--- src/rtl/processor_pkg.sv ---
// Shared definitions for the 9-bit processor and its instruction feeder:
// word/address widths, opcode constants and the feeder state encoding.
package processor_pkg;

    localparam int DATA_W = 9;
    localparam int ADDR_W = 6;

    localparam logic [2:0] OP_MV  = 3'b000;
    localparam logic [2:0] OP_MVI = 3'b001;
    localparam logic [2:0] OP_ADD = 3'b010;
    localparam logic [2:0] OP_SUB = 3'b011;

    typedef enum logic [2:0] {
        S_IDLE,
        S_FETCH,
        S_LATCH,
        S_ISSUE,
        S_WAIT,
        S_FINISH,
        S_ERROR
    } feeder_state_t;

    // Opcode field of an IIIXXXYYY word.
    function automatic logic [2:0] opcode_of(input logic [DATA_W-1:0] w);
        return w[DATA_W-1 -: 3];
    endfunction

endpackage

--- src/rtl/instr_feeder_if.sv ---
// Bus between the feeder, the program ROM and the processor.
// master: feeder (drives imem_addr, DataOut, Run); slave: ROM + processor.
interface instr_feeder_if #(
    parameter int DATA_W = processor_pkg::DATA_W,
    parameter int ADDR_W = processor_pkg::ADDR_W
);

    logic [ADDR_W-1:0] imem_addr;
    logic [DATA_W-1:0] imem_rdata;
    logic [DATA_W-1:0] DataOut;
    logic              Run;
    logic              Done;

    modport master (
        output imem_addr,
        output DataOut,
        output Run,
        input  imem_rdata,
        input  Done
    );

    modport slave (
        input  imem_addr,
        input  DataOut,
        input  Run,
        output imem_rdata,
        output Done
    );

endinterface

--- src/rtl/feeder_wait_timer.sv ---
// Counts WAIT cycles spent without Done; flags the cycle that uses up
// the budget. Ports: clock, aResetn, clr, en in; timeout out.
module feeder_wait_timer #(
    parameter int MAX_WAIT = 15
) (
    input  logic clock,
    input  logic aResetn,
    input  logic clr,
    input  logic en,
    output logic timeout
);

    localparam int CW = $clog2(MAX_WAIT + 1);

    logic [CW-1:0] cnt;
    logic          at_last;

    // cnt counts completed idle cycles, so the MAX_WAIT-th idle
    // cycle is the one where cnt == MAX_WAIT-1.
    assign at_last = (cnt == CW'(MAX_WAIT - 1));
    assign timeout = en && at_last;

    always_ff @(posedge clock or negedge aResetn) begin
        if (!aResetn) begin
            cnt <= '0;
        end else if (clr) begin
            cnt <= '0;
        end else if (en && !at_last) begin
            cnt <= cnt + CW'(1);
        end
    end

endmodule

--- src/rtl/instr_feeder.sv ---
// Drives the processor's Run/Done/DataIn interface from a synchronous ROM.
// Ports: clock, aResetn, start, prog_len; bus (master); busy, finished,
// timeout_err, instr_count status outputs.
module instr_feeder
    import processor_pkg::*;
#(
    parameter int         DATA_W   = processor_pkg::DATA_W,
    parameter int         ADDR_W   = processor_pkg::ADDR_W,
    parameter int         MAX_WAIT = 15,
    parameter logic [2:0] OP_MVI   = processor_pkg::OP_MVI
) (
    input  logic              clock,
    input  logic              aResetn,
    input  logic              start,
    input  logic [ADDR_W:0]   prog_len,
    instr_feeder_if.master    bus,
    output logic              busy,
    output logic              finished,
    output logic              timeout_err,
    output logic [ADDR_W:0]   instr_count
);

    localparam int PW = ADDR_W + 1;

    feeder_state_t state_q;
    feeder_state_t state_d;

    logic [PW-1:0]     pc_q;
    logic [PW-1:0]     pc_nxt_q;
    logic [PW-1:0]     len_q;
    logic [PW-1:0]     count_q;
    logic [DATA_W-1:0] dout_q;
    logic              run_q;

    logic              is_mvi;
    logic              accept_start;
    logic              retire;
    logic              load_dout;
    logic              run_d;
    logic              wait_clr;
    logic              wait_en;
    logic              wait_timeout;
    logic [ADDR_W-1:0] pc_lo;
    logic [ADDR_W-1:0] pc_lo_inc;

    // In ISSUE, DataOut still holds the instruction word.
    assign is_mvi = (opcode_of(dout_q) == OP_MVI);

    // ROM address wraps modulo 2^ADDR_W.
    assign pc_lo     = pc_q[ADDR_W-1:0];
    assign pc_lo_inc = pc_lo + ADDR_W'(1);

    feeder_wait_timer #(
        .MAX_WAIT (MAX_WAIT)
    ) u_wait_timer (
        .clock   (clock),
        .aResetn (aResetn),
        .clr     (wait_clr),
        .en      (wait_en),
        .timeout (wait_timeout)
    );

    // State register.
    always_ff @(posedge clock or negedge aResetn) begin
        if (!aResetn) begin
            state_q <= S_IDLE;
        end else begin
            state_q <= state_d;
        end
    end

    // Next-state logic.
    always_comb begin
        state_d = state_q;
        unique case (state_q)
            S_IDLE, S_ERROR: begin
                if (start) begin
                    state_d = (prog_len == '0) ? S_FINISH : S_FETCH;
                end
            end
            S_FETCH:  state_d = S_LATCH;
            S_LATCH:  state_d = S_ISSUE;
            S_ISSUE:  state_d = S_WAIT;
            S_WAIT: begin
                if (bus.Done) begin
                    state_d = (pc_nxt_q >= len_q) ? S_FINISH : S_FETCH;
                end else if (wait_timeout) begin
                    state_d = S_ERROR;
                end
            end
            S_FINISH: state_d = S_IDLE;
            default:  state_d = S_IDLE;
        endcase
    end

    // Output / control decode.
    always_comb begin
        accept_start = 1'b0;
        retire       = 1'b0;
        load_dout    = 1'b0;
        run_d        = 1'b0;
        wait_clr     = 1'b0;
        wait_en      = 1'b0;
        busy         = 1'b0;
        finished     = 1'b0;
        timeout_err  = 1'b0;
        bus.imem_addr = pc_lo;
        unique case (state_q)
            S_IDLE: begin
                accept_start = start;
            end
            S_FETCH: begin
                busy = 1'b1;
            end
            S_LATCH: begin
                busy          = 1'b1;
                load_dout     = 1'b1;
                run_d         = 1'b1;
                bus.imem_addr = pc_lo_inc;
            end
            S_ISSUE: begin
                busy          = 1'b1;
                load_dout     = is_mvi;
                wait_clr      = 1'b1;
                bus.imem_addr = pc_lo_inc;
            end
            S_WAIT: begin
                busy    = 1'b1;
                retire  = bus.Done;
                wait_en = !bus.Done;
            end
            S_FINISH: begin
                finished = 1'b1;
            end
            S_ERROR: begin
                timeout_err  = 1'b1;
                accept_start = start;
            end
            default: begin
                busy = 1'b0;
            end
        endcase
    end

    // Datapath registers. Run is registered so it is a clean
    // single-cycle pulse in ISSUE and drops at once on reset.
    always_ff @(posedge clock or negedge aResetn) begin
        if (!aResetn) begin
            pc_q     <= '0;
            pc_nxt_q <= '0;
            len_q    <= '0;
            count_q  <= '0;
            dout_q   <= '0;
            run_q    <= 1'b0;
        end else begin
            run_q <= run_d;
            if (load_dout) begin
                dout_q <= bus.imem_rdata;
            end
            if (accept_start) begin
                pc_q    <= '0;
                count_q <= '0;
                len_q   <= prog_len;
            end
            if (state_q == S_ISSUE) begin
                pc_nxt_q <= pc_q + (is_mvi ? PW'(2) : PW'(1));
            end
            if (retire) begin
                pc_q    <= pc_nxt_q;
                count_q <= count_q + PW'(1);
            end
        end
    end

    assign bus.DataOut = dout_q;
    assign bus.Run     = run_q;
    assign instr_count = count_q;

endmodule
--- src/flat_wrapper.sv ---
// flat-port wrapper written by rule: the top's interface ports become plain ports
module instr_feeder_flat import processor_pkg::*;
#(
    parameter int         DATA_W   = processor_pkg::DATA_W,
    parameter int         ADDR_W   = processor_pkg::ADDR_W,
    parameter int         MAX_WAIT = 15,
    parameter logic [2:0] OP_MVI   = processor_pkg::OP_MVI
)
  (clock, aResetn, start, prog_len, busy, finished, timeout_err, instr_count, bus_imem_addr, bus_DataOut, bus_Run, bus_imem_rdata, bus_Done);
  instr_feeder_if #(.DATA_W(DATA_W), .ADDR_W(ADDR_W)) bus_i ();
  input  logic clock;
  input  logic aResetn;
  input  logic start;
  input  logic [ADDR_W:0] prog_len;
  output logic busy;
  output logic finished;
  output logic timeout_err;
  output logic [ADDR_W:0] instr_count;
  output wire logic [$bits(bus_i.imem_addr)-1:0] bus_imem_addr;
  output wire logic [$bits(bus_i.DataOut)-1:0] bus_DataOut;
  output wire logic [$bits(bus_i.Run)-1:0] bus_Run;
  input wire logic [$bits(bus_i.imem_rdata)-1:0] bus_imem_rdata;
  input wire logic [$bits(bus_i.Done)-1:0] bus_Done;
  assign bus_imem_addr = bus_i.imem_addr;
  assign bus_DataOut = bus_i.DataOut;
  assign bus_Run = bus_i.Run;
  assign bus_i.imem_rdata = bus_imem_rdata;
  assign bus_i.Done = bus_Done;
  instr_feeder #(.DATA_W(DATA_W), .ADDR_W(ADDR_W), .MAX_WAIT(MAX_WAIT), .OP_MVI(OP_MVI)) u_core (.clock(clock), .aResetn(aResetn), .start(start), .prog_len(prog_len), .bus(bus_i), .busy(busy), .finished(finished), .timeout_err(timeout_err), .instr_count(instr_count));
endmodule
--- config.mk ---
export PLATFORM = sky130hd
export DESIGN_NAME = instr_feeder_flat
export DESIGN_NICKNAME = d
export VERILOG_FILES = /design/src/rtl/processor_pkg.sv /design/src/rtl/instr_feeder_if.sv /design/src/rtl/feeder_wait_timer.sv /design/src/rtl/instr_feeder.sv /design/src/flat_wrapper.sv
export SDC_FILE = /design/constraint.sdc
export NUM_CORES = 1
export LEC_CHECK = 0
export ABC_AREA = 1
export BUFFER_PORTS_ARGS = -buffer_cell sky130_fd_sc_hd__buf_4
export CAP_MARGIN = 20
export CORE_MARGIN = 8
export CORE_UTILIZATION = 35
export DETAILED_ROUTE_END_ITERATION = 16
export SLEW_MARGIN = 20
export SYNTH_ARGS = -nofsm -noshare
export SYNTH_HDL_FRONTEND = slang
export SYNTH_SLANG_ARGS = --single-unit
--- constraint.sdc ---
create_clock -name clock -period 2.55 [get_ports clock]
set_input_delay 0.3825 -clock clock [delete_from_list [all_inputs] [get_ports clock]]
set_output_delay 0.3825 -clock clock [all_outputs]
set_load 0.01 [all_outputs]
==> flow_metrics.tcl, run 1 <==
set metrics [dict create \
    grt_pass1_wl_um 9308 \
    p_int_mw 1.901 \
    cap_violations 0 \
    rsz0062_at_grt "false" \
    ctsHtreeMaxLevel 2 \
    coreArea_sq_um 6832 \
    worst_pin_slew_ns 0.5692 \
    synth-compound-area-share_pct 11.45 \
    fin_crit_sh_pct 81.94 \
    dp_hpwl_um 4001 \
    synth_simple_gate_area_share_pct 23.15 \
    hold_path.class "in -> async" \
    worst_setup_path_end_kind "output port" \
    grt_max_degree 46 \
    grt_antenna_before_repair 0 \
    yosys.area_share.adder_pct 7.396 \
    grt_pass1_vias 2020 \
    synth_xor_xnor_area_share_pct 2.482 \
    startpoint "u_core.state_q[1]" \
    setup_viol 0 \
    multi_input_area_sq_um 1099 \
    vias_per_cell 4.402 \
    synth.distinct_cells 26 \
    worstSetupPathType "reg -> out" \
    place_inst 437 \
    grt-ovfl-total 0 \
    placementRows 30 \
    dieWidth_um 100.0 \
    slew_headroom_pct 62.05 \
    setup_slack_ns 0.4606 \
    nFillCells 719 \
    portBuffers 45 \
    yosys_warnings 0 \
    cts_setup_buffers 0 \
    seq_area_sq_um 1126 \
    yosys-mux-area-fraction_pct 0 \
    synth_top_area_cell "dfrtp_1" \
    async_reset_ff_share_pct 100.0 \
    synth_edf_count 0 \
    setup_tns_ns 0 \
    synth_top_area_share_pct 45.59 \
    route.detailed.wl_per_inst_um 12.08 \
    vias 1959 \
    fin_total_pwr_mw 3.173 \
    ir_drop_v 0.0003778 \
    gp_congestion 0.8237 \
    firstDrtPassIters 4 \
    preCtsSetupSlack_ns 0.5266 \
    skew_ns 0.004780 \
    switching_share_pct 40.07 \
    p_per_area_nw_per_um2 1051 \
    ctsResizeCount 0 \
    cts_root_buffer "clkbuf_8" \
    synth_most_common_cell "nand2_1" \
    wl_um 5376 \
    ant_nets 0 \
    synth_ff_type "dfrtp_1" \
    grt_use_total_pct 11.50 \
    start_kind "flip-flop" \
    cts_hold_buffers 0 \
    fmax_ghz 0.4786 \
    synth_seq_area_share_pct 45.59 \
    instances_no_fill 445 \
    syn_inst 301 \
    synth-seq-cells 45 \
    critPathRequiredTime_ns 2.17 \
    clk_pin_slew_ns 0.09 \
    hold_viol 0 \
    antenna_cells 0 \
    cts_tree "yes" \
    period_minus_slack_ns 2.089 \
    comb_power_share_pct 43.3 \
    syn_avg_cell_area_sq_um 8.206 \
    holdWs_ns 0.07352 \
    drt-initial-drc-count 52 \
    seq_power_share_pct 36.3 \
    area_growth_pct 22.19 \
    start_util_pct 36.15 \
    cts.sink_count 45 \
    synth_nets 335 \
    die_area_sq_um 10000 \
    rrSetupSlack_ns 0.53 \
    clockBufferDepth 2 \
    drc 0 \
    power.leakage_nw 1.584 \
    ys_top_cells_by_area "dfrtp_1 (46%), nand2_1 (13%), inv_1 (6.8%)" \
    synthTopCellsByCount "nand2_1 (83), dfrtp_1 (45), inv_1 (45), o21ai_0 (25), nor2_1 (20)" \
    clkLatencyLatePin_ns 0.30 \
    crit_fanout 7 \
    die-height_um 100.0 \
    synth_area_sq_um 2470 \
    p_clk_share_pct 20.3 \
    final_layout_size_suffix_gt1_share_pct 22.35 \
    status "completed" \
    rr_startpoint "u_core.bus.DataOut[6]" \
    p_switching_mw 1.271 \
    io_pins 46 \
    final_net_count 382 \
    drv_slew 0 \
    numCtsBuffers 5 \
    synth_top_family_by_area "simple AND/OR/NAND/NOR gates" \
    cp.arrival_ns 1.71 \
]
-- power groups by stage --
| stage | Sequential [mW] | Combinational (mW) | Clock (mW) |
|---|---|---|---|
| detailed placement | 1.17 | 1.39 | 0 |
| global placement | 1.16 | 1.37 | 0 |
| CTS | 1.15 | 1.40 | 0.662 |
| floorplan | 1.18 | 0.914 | 0 |
| global route | 1.19 | 1.59 | 0.682 |
| finish | 1.15 | 1.38 | 0.646 |
-- final timing paths --
kind	endpoint	depth (start not counted)
max	bus_imem_addr[5]	8
min	u_core.bus.DataOut[1]	1
max reg2reg	u_core.pc_nxt_q[6]	12
min reg2reg	u_core.instr_count[6]	1
max in group asynchronous	u_core.instr_count[4]	1
min in group clock	u_core.len_q[0]	3
-- cell type report --
class | count | share of cell area [%]
tap | 96 | 3.980
sequential | 45 | 37.31
clock buffer | 5 | 2.280
clock inverter | 3 | 2.156
timing repair buffer | 45 | 11.19
inverter | 53 | 6.675
multi-input combinational | 198 | 36.40
-- cell families (layout without fill, tap and decap cells) --
kind of cell,Yosys count,after routing
buf+inv,58,106
compound gates,49,49
simple gates,128,128
fa+ha+maj,14,14
xor+xnor,7,7
flops,45,45
-- critical path: stages, from the launching register on --
cell and delay, ns:
dfrtp_1 0.44, inv_2 0.08, nor2_4 0.16, inv_2 0.09
nor3_2 0.17, nand2_1 0.11, xor2_1 0.16, inv_1 0.06
buf_4 0.14
-- layer usage --
| metal | track usage [%] | up-vias | share of wire (%) |
|---|---|---|---|
| met5 | 0 | - | 0 |
| met4 | 3.953 | 0 | 0.95 |
| met3 | 3.668 | 2 | 6.5 |
| met2 | 18.32 | 38 | 45 |
| met1 | 14.26 | 884 | 47 |
| li1 | - | 1035 | - |
-- layout by cell type, fill, tap and decap left out, types with 7 or more instances in the layout --
cell / synthesis / final
nand3_1: 10 / 10
o21ai_0: 25 / 25
dfrtp_1: 45 / 45
xor2_1: 7 / 7
inv_1: 45 / 45
buf_4: 0 / 45
ha_1: 13 / 13
inv_2: 7 / 7
nor2_1: 20 / 20
a21oi_1: 9 / 9
nand2_1: 83 / 83
-- stage by stage --
stage | area [sq um] | utilization, %
3_3_place_gp | 2884 | 42.22
4_1_cts | 3018 | 44.18
3_5_place_dp | 2884 | 42.22
6_report | 3018 | 44.18
5_1_grt | 3018 | 44.18
2_1_floorplan | 2470 | -
-- flip-flops by register name, summed over array words and instances (netlist names) --
register                 count
u_core.pc_nxt_q              7
u_core.bus.DataOut           9
u_core.len_q                 7
u_core.state_q               3
u_core.pc_q                  7
u_core.u_wait_timer.cnt      4
u_core.instr_count           7
u_core.bus.Run               1
No activity file was read; power rests on OpenSTA's default activity.
==> run 2, diff against run 1 <==
- clock period: 2.55 -> 2.08 ns (I/O delays scaled with it)
==> flow_metrics.tcl, run 2 (synthesis results as in run 1) <==
set metrics [dict create \
    die_area_sq_um 10000 \
    layout_common_cells "nand2_1 (83), buf_4 (47), dfrtp_1 (45), inv_1 (44), o21ai_0 (25)" \
    wl_um 5318 \
    period_minus_slack_ns 1.934 \
    vias 1965 \
    rsz0062_at_grt "true" \
    grt_pass1_vias 1893 \
    start_kind "flip-flop" \
    switching_share_pct 39.63 \
    reg2reg_to "u_core.pc_nxt_q[6]" \
    cts_tree "yes" \
    utilization_pct 44.87 \
    status "finished with violations" \
    holdWs_ns -0.001707 \
    numCtsBuffers 5 \
    p_switching_mw 1.556 \
    clockBufferDepth 2 \
    p_per_area_nw_per_um2 1281 \
    cap_violations 0 \
    cp.arrival_ns 1.62 \
    rr_startpoint "u_core.bus.DataOut[6]" \
    dp_hpwl_um 4034 \
    clkLatencyLatePin_ns 0.29 \
    gp_congestion 0.8200 \
    cts_root_buffer "clkbuf_8" \
    final_common_cell "nand2_1" \
    ctsHtreeMaxLevel 2 \
    ff2ff_path_depth 12 \
    grt_use_total_pct 11.03 \
    place_inst 437 \
    fin_crit_sh_pct 92.99 \
    io_pins 46 \
    final_net_count 385 \
    coreArea_sq_um 6832 \
    worst_pin_slew_ns 0.5773 \
    vias_per_cell 4.386 \
    ant_nets 0 \
    worst_setup_path_end_kind "output port" \
    area_growth_pct 24.11 \
    clk_pin_slew_ns 0.09 \
    die-height_um 100.0 \
    setup_viol 0 \
    p_int_mw 2.371 \
    drt-initial-drc-count 79 \
    slew_headroom_pct 61.51 \
    comb_power_share_pct 44.4 \
    final_area_sq_um 3065 \
    hold_path.class "in -> async" \
    largest_register_ffs 9 \
    cts_hold_buffers 0 \
    antenna_cells 0 \
    drc 0 \
    seq_power_share_pct 35.8 \
    route.detailed.wl_per_inst_um 11.87 \
    placed_area_sq_um 2884 \
    start_util_pct 36.15 \
    p_clk_share_pct 19.8 \
    grt-ovfl-total 0 \
    final_layout_size_suffix_gt1_share_pct 24.43 \
    violations "negative hold slack" \
    power.leakage_nw 1.612 \
    drv_slew 0 \
    dieWidth_um 100.0 \
    placementRows 30 \
    grt_antenna_before_repair 0 \
    crit_fanout 5 \
    fin_total_pwr_mw 3.928 \
    critPathRequiredTime_ns 1.77 \
    firstDrtPassIters 4 \
    grt_pass1_wl_um 8942 \
    cts.sink_count 45 \
    grt_max_degree 46 \
    skew_ns 0.006628 \
    portBuffers 45 \
    ir_drop_v 0.0004230 \
    fmax_ghz 0.5170 \
    hold_viol 1 \
    preCtsSetupSlack_ns 0.06425 \
    worstSetupPathType "reg -> out" \
    nFillCells 721 \
    setup_slack_ns 0.1459 \
    rrSetupSlack_ns 0.22 \
    instances_no_fill 448 \
]
[run 2: changes by cell type in the layout (fill, tap and decap cells not counted), sizes merged]
| cell | delta |
|---|---|
| buf | +3 |
[run 2: worst max-delay path: stages (launching register included)]
cell     delay, ns
dfrtp_1       0.40
inv_2         0.08
nor2_4        0.18
inv_4         0.07
nor3_4        0.14
nand2_1       0.09
xor2_1        0.17
inv_1         0.08
buf_6         0.12
[run 2: final cells by class]
| type | instances | area, sq um | area share, % |
|---|---|---|---|
| flip-flops and latches | 45 | 1126 | 36.73 |
| multi-input cells | 198 | 1117 | 36.45 |
| repair buffers | 48 | 364.1 | 11.88 |
| inverters | 53 | 203.9 | 6.653 |
| well taps | 96 | 120.1 | 3.918 |
| clock buffers | 5 | 68.82 | 2.245 |
| clock inverters | 3 | 65.06 | 2.122 |
[run 2: stage by stage]
stage	TNS, ns	hold slack (ns)
after floorplan	0	0.01641
after global placement	0	0.3598
after detailed placement	0	0.3541
after CTS	0	0.02255
after global routing	-0.0005118	0.04663
final	0	-0.001707
[run 2: per-layer routing]
| metal | up-vias | wire length, um | track usage [%] |
|---|---|---|---|
| li1 | 1041 | - | - |
| met1 | 874 | 2504 | 13.75 |
| met2 | 45 | 2416 | 17.44 |
| met3 | 5 | 324 | 3.529 |
| met4 | 0 | 73 | 3.837 |
| met5 | - | 0 | 0 |
[run 2: how the worst max path moves through the flow]
| stage | start | end | slack, ns | cells after the start |
|---|---|---|---|---|
| 2_1_floorplan | u_core.bus.DataOut[6] | u_core.pc_nxt_q[6] | 0.18 | 12 |
| 5_1_grt | u_core.state_q[1] | bus_imem_addr[5] | -0.0005 | 8 |
| 3_5_place_dp | u_core.bus.DataOut[6] | u_core.pc_nxt_q[6] | 0.06 | 12 |
| 3_3_place_gp | u_core.bus.DataOut[6] | u_core.pc_nxt_q[6] | 0.12 | 12 |
| 4_1_cts | u_core.state_q[1] | bus_imem_addr[5] | 0.04 | 8 |
| 6_report | u_core.state_q[1] | bus_imem_addr[5] | 0.15 | 8 |
[run 2: repair_timing]
item                       in CTS  in global routing
setup endpoints to repair       0                  3
hold endpoints to repair        0                  0
buffers inserted                0                  3
resized for setup               0                  8
[run 2: power by group through the flow]
| stage | clock network, mW | logic (mW) | registers, mW |
|---|---|---|---|
| 3_5_place_dp | 0 | 1.71 | 1.43 |
| 5_1_grt | 0.831 | 2.00 | 1.45 |
| 4_1_cts | 0.804 | 1.72 | 1.41 |
| 2_1_floorplan | 0 | 1.12 | 1.44 |
| 6_report | 0.776 | 1.74 | 1.41 |
| 3_3_place_gp | 0 | 1.69 | 1.43 |
